$ cat src/rtl/ram_arbiter_pkg.sv
// rtl/ram_arbiter_pkg.sv - shared constants, types and round-robin pick function for ram_arbiter
package ram_arbiter_pkg;

   localparam int MAX_MASTERS = 8;

   typedef struct packed {
      int   idx;
      logic vld;
   } rr_pick_t;

   function automatic int idx_width(input int n);
      return (n <= 2) ? 1 : $clog2(n);
   endfunction

   // First requester at or after ptr, wrapping modulo n.
   function automatic rr_pick_t rr_pick(input logic [MAX_MASTERS-1:0] req, input int ptr, input int n);
      rr_pick_t res;
      int       k;
      res.idx = 0;
      res.vld = 1'b0;
      for (int i = 0; i < MAX_MASTERS; i++) begin
         if (i < n && !res.vld) begin
            k = ptr + i;
            if (k >= n) k = k - n;
            if (req[k]) begin
               res.idx = k;
               res.vld = 1'b1;
            end
         end
      end
      return res;
   endfunction

endpackage

$ cat src/rtl/ram_rr_arb.sv
// rtl/ram_rr_arb.sv - round-robin arbiter with internal priority pointer
module ram_rr_arb
   import ram_arbiter_pkg::*;
#(
   parameter int NUM_MASTERS = 2,
   localparam int IDX_W = idx_width(NUM_MASTERS)
) (
   input  logic                   clk,
   input  logic                   rst,
   input  logic [NUM_MASTERS-1:0] req,
   output logic [NUM_MASTERS-1:0] gnt,
   output logic [IDX_W-1:0]       gnt_idx,
   output logic                   gnt_vld
);

   logic [IDX_W-1:0] rr_ptr;
   rr_pick_t         pick;

   always_comb begin
      pick    = rr_pick(MAX_MASTERS'(req), int'(rr_ptr), NUM_MASTERS);
      gnt     = '0;
      gnt_idx = '0;
      gnt_vld = 1'b0;
      if (!rst && pick.vld) begin
         gnt_vld      = 1'b1;
         gnt_idx      = IDX_W'(pick.idx);
         gnt[gnt_idx] = 1'b1;
      end
   end

   // The winner drops to lowest priority; no grant leaves the pointer alone.
   always_ff @(posedge clk) begin
      if (rst) begin
         rr_ptr <= '0;
      end else if (gnt_vld) begin
         rr_ptr <= (int'(gnt_idx) == NUM_MASTERS - 1) ? '0 : gnt_idx + 1'b1;
      end
   end

endmodule

$ cat src/rtl/ram_arbiter.sv
// rtl/ram_arbiter.sv - round-robin sharing of one single-port synchronous RAM between masters
module ram_arbiter
   import ram_arbiter_pkg::*;
#(
   parameter int NUM_MASTERS = 2,
   parameter int dat_width   = 32,
   parameter int adr_width   = 32
) (
   input  logic                             clk,
   input  logic                             rst,
   input  logic [NUM_MASTERS-1:0]           req_i,
   input  logic [NUM_MASTERS-1:0]           we_i,
   input  logic [NUM_MASTERS*adr_width-1:0] addr_i,
   input  logic [NUM_MASTERS*dat_width-1:0] wdata_i,
   output logic [NUM_MASTERS-1:0]           ack_o,
   output logic [NUM_MASTERS-1:0]           resp_o,
   output logic [dat_width-1:0]             rdata_o,
   output logic [adr_width-1:0]             ram_adr_o,
   output logic                             ram_we_o,
   output logic [dat_width-1:0]             ram_dat_o,
   input  logic [dat_width-1:0]             ram_dat_i
);

   localparam int IDX_W = idx_width(NUM_MASTERS);

   logic [NUM_MASTERS-1:0] gnt;
   logic [IDX_W-1:0]       gnt_idx;
   logic                   gnt_vld;
   logic                   rd_pend;
   logic [IDX_W-1:0]       rd_owner;
   logic                   rd_issue;

   ram_rr_arb #(
      .NUM_MASTERS(NUM_MASTERS)
   ) u_arb (
      .clk     (clk),
      .rst     (rst),
      .req     (req_i),
      .gnt     (gnt),
      .gnt_idx (gnt_idx),
      .gnt_vld (gnt_vld)
   );

   assign ack_o    = gnt;
   assign rd_issue = gnt_vld && !(|(we_i & gnt));

   // Grant is one-hot, so at most one master's fields reach the RAM pins.
   always_comb begin
      ram_adr_o = '0;
      ram_dat_o = '0;
      ram_we_o  = 1'b0;
      for (int k = 0; k < NUM_MASTERS; k++) begin
         if (gnt[k]) begin
            ram_adr_o = addr_i[k*adr_width +: adr_width];
            ram_dat_o = wdata_i[k*dat_width +: dat_width];
            ram_we_o  = we_i[k];
         end
      end
   end

   always_ff @(posedge clk) begin
      if (rst) begin
         rd_pend  <= 1'b0;
         rd_owner <= '0;
      end else begin
         rd_pend <= rd_issue;
         if (rd_issue) rd_owner <= gnt_idx;
      end
   end

   always_comb begin
      resp_o = '0;
      for (int k = 0; k < NUM_MASTERS; k++) begin
         resp_o[k] = rd_pend && (rd_owner == IDX_W'(k));
      end
   end

   assign rdata_o = ram_dat_i;

endmodule

$ cat config.mk
export PLATFORM = sky130hd
export DESIGN_NAME = ram_arbiter
export DESIGN_NICKNAME = d
export VERILOG_FILES = /design/src/rtl/ram_arbiter_pkg.sv /design/src/rtl/ram_rr_arb.sv /design/src/rtl/ram_arbiter.sv
export SDC_FILE = /design/constraint.sdc
export NUM_CORES = 1
export LEC_CHECK = 0
export BUFFER_PORTS_ARGS = -buffer_cell sky130_fd_sc_hd__buf_2
export CAP_MARGIN = 10
export CORE_AREA = 3 3 102 104
export DETAILED_ROUTE_END_ITERATION = 10
export DIE_AREA = 0 0 105 107
export SLEW_MARGIN = 5
export SYNTH_ARGS = -nofsm -noshare
export SYNTH_HDL_FRONTEND = slang
export SYNTH_SLANG_ARGS = --single-unit
$ cat constraint.sdc
create_clock -name clk -period 2.1 [get_ports clk]
set_input_delay 0.525 -clock clk [delete_from_list [all_inputs] [get_ports clk]]
set_output_delay 0.525 -clock clk [all_outputs]
set_load 0.02 [all_outputs]
==> results.py <==
metrics = {
    "yosys": {
        "yosysMostFrequentCell": "a22o_1",
        "ys.flop_type": "dfxtp_1",
        "synthCells": 132,
        "synth-async-reset-ratio_pct": 0,
        "synth_area_leader_cell": "a22o_1",
        "synth_area_leaders": "a22o_1, buf_4, buf_6",
        "syn_area_sq_um": 1090,
        "synthTopCellsByCount": "a22o_1, buf_4, buf_6",
        "ys.warnings.count": 0,
        "ys_ff_latch": 3,
        "yosysSeqAreaShare_pct": 5.49,
        "synth_top_area_share_pct": 51.3,
        "avgSynthCellArea_sq_um": 8.28,
        "syn_nets": 298,
        "synth-edff-count": 0,
        "yosysUniqueCellTypes": 19,
    },
    "setup_path": {
        "r2r_end": "rd_pend",
        "crit_cells": 5,
        "worstPathMaxFanout": 30,
        "cp_data_arrival_time_ps": 1620,
        "end_kind": "output pin",
        "path_buf_inv": 3,
        "crit_chain": "clkbuf_4 > and3b_2 > buf_12 > a22o_1 > buf_4",
        "rr_worst_depth": 3,
        "critPathCapture": "ram_adr_o[0]",
        "r2r_start": "u_arb.rr_ptr",
        "path_delay_family": "buffers and inverters",
        "rrSetupSlack_ps": 1060,
        "cp_slowest_cell": "and3b_2",
        "critPathKind": "in2out",
        "start_kind": "input port",
        "critical_path.startpoint": "rst",
        "max_stage_delay_ps": 380,
        "worstPathRequired_ps": 1570,
    },
    "sta": {
        "min_period_over_period_pct": 102,
        "fin_tns_setup_ps": -235,
        "rsz0062_at_grt": "true",
        "final-setup-viol-count": 20,
        "slew_headroom_pct": 85.4,
        "fin_ws_ps": -43.2,
        "tightest_slew_ps": 219,
        "fmax_mhz": 467,
        "fin_crit_ps": 2140,
        "finalMaxSlewViolations": 0,
        "worst_clock_skew_ps": 1.28,
        "hold_viol": 0,
    },
    "power": {
        "switching_share_pct": 38.8,
        "p_clk_share_pct": 19.6,
        "power_frac_seq_pct": 7.4,
        "power_w": 0.000879,
        "netSwitchingPower_w": 0.000341,
        "p_comb_share_pct": 73.0,
        "intPower_w": 0.000537,
        "ir_drop_mv": 0.188,
        "powerDensity_nw_per_um2": 343,
        "leakagePower_nw": 1.39,
    },
    "clock_network": {
        "cts.reportedPaths.clkPinSlew_ps": 30,
        "insertion_delay_ps": 220,
        "cts_sinks": 3,
        "cts-root-buf": "clkbuf_8",
        "cts_buffers": 3,
        "cts.path.max_buffers": 2,
        "cts_tree": "built",
        "htreeDepth": 1,
        "hold_buffers": 0,
    },
    "routing": {
        "routed_wl_mm": 6.96,
        "route.detailed.drc": 0,
        "ant_nets": 0,
        "routedWlPerCell_microns": 15.9,
        "drtIter0Drc": 135,
        "firstDrtPassIters": 4,
        "vias_per_cell": 4.15,
        "vias": 1819,
    },
    "finish": {
        "area_delta_synth_final_pct": 135,
        "layout-drive-gt1-share_pct": 74.8,
        "instances_no_fill": 438,
        "fillCellCount": 1050,
        "antenna_cells": 0,
        "final_nets": 472,
    },
    "die": {
        "io_pins": 267,
        "initial_utilization_pct": 11.3,
        "core_sq_um": 9640,
        "num_rows": 36,
        "die_area_sq_um": 11200,
        "fp.dieW_microns": 105,
        "dieHeight_microns": 107,
    },
    "placement": {
        "gp_congestion": 0.701,
        "place_inst": 424,
        "pre_cts_ws_ps": -39.2,
        "hpwl_mm": 4.61,
        "portBuffers": 202,
    },
    "grt": {
        "grt_overflow_total": 0,
        "grt_pass1_vias": 1589,
        "grt_max_degree": 36,
        "grt_util_all_layers_pct": 7.94,
        "antenna_found_initial": 0,
        "grt_pass1_wl_mm": 7.42,
    },
    "outcome": {
        "violations": "negative setup slack",
        "status": "finished with violations",
    },
    "hold_path": {
        "min_from": "rd_owner",
        "hp-class": "reg2reg",
    },
    "flow_run": {
        "max_cap_viol_count": 0,
    },
}
[power groups by stage]
stage,Sequential [W],Clock [W],Combinational [W]
2_1_floorplan,0.0000638,0,0.000354
3_3_place_gp,0.0000643,0,0.000483
3_5_place_dp,0.0000645,0,0.000487
4_1_cts,0.0000638,0.000179,0.000493
5_1_grt,0.0000656,0.000185,0.000681
6_report,0.0000647,0.000172,0.000642
[timing repair]
action                     4_1_cts  5_1_grt
setup endpoints to repair        7       64
gates cloned                     0        9
pin swaps                        0        6
setup buffers                    0        1
resized for setup                5       99
[routing by layer]
metal | GRT usage, % | vias to the layer above | share of wire, %
met1 | 8.46 | 831 | 36
met5 | 0 | - | 0
met4 | 1.69 | 0 | 0.73
li1 | - | 837 | -
met2 | 14.9 | 144 | 53
met3 | 2.89 | 7 | 9.9
[worst reg2reg max path, delay by kind of cell (launching register included)]
kind	cells	cell delay (ps)
compound gates	2	370
flops	1	330
simple gates	1	270
[per-stage QoR]
step           hold WS, ps  utilization, %  cell area [sq um]
3_3_place_gp           468            20.6               1990
5_1_grt                516            26.6               2560
3_5_place_dp           472            20.6               1990
2_1_floorplan          434               -               1090
6_report               469            26.6               2560
4_1_cts                477            21.2               2050
[logic make-up (layout without fill, tap and decap cells)]
group | after synthesis | count (layout) | synth area share (%)
AO/OA/AOI/OAI | 69 | 69 | 54.2
buffers and inverters | 48 | 221 | 34.2
AND/OR/NAND/NOR | 12 | 12 | 6.07
flip-flops | 3 | 3 | 5.49
[cells in the final DEF (no fill, tap or decap), types with 2 or more instances in the layout]
| cell | count |
|---|---|
| a22o_4 | 3 |
| buf_12 | 5 |
| buf_2 | 136 |
| nor2_1 | 2 |
| clkbuf_16 | 6 |
| a21oi_1 | 2 |
| nand3_1 | 2 |
| buf_4 | 35 |
| buf_8 | 2 |
| clkbuf_8 | 3 |
| dfxtp_1 | 2 |
| buf_6 | 31 |
| a22o_1 | 61 |
[state kept, by name, indices dropped and copies added, names as in the netlist]
signal        cells
rd_owner          1
rd_pend           1
u_arb.rr_ptr      1
[cell type report]
type	instances	area [sq um]	share of cell area, %
Timing Repair Buffer	216	1580	61.6
Multi-Input combinational cell	81	708	27.6
Tap cell	133	166	6.49
Sequential cell	3	61.3	2.39
Clock buffer	4	45.0	1.76
Inverter	1	3.75	0.146
[worst min path at each step]
stage                           to  slack [ps]  depth (start not counted)
after global placement    rd_owner         470                          2
after global routing      rd_owner         520                          2
after CTS                 rd_owner         480                          2
after floorplan           rd_owner         430                          2
final                     rd_owner         470                          2
after detailed placement  rd_owner         470                          2
Power figures use the tool's default switching activity.
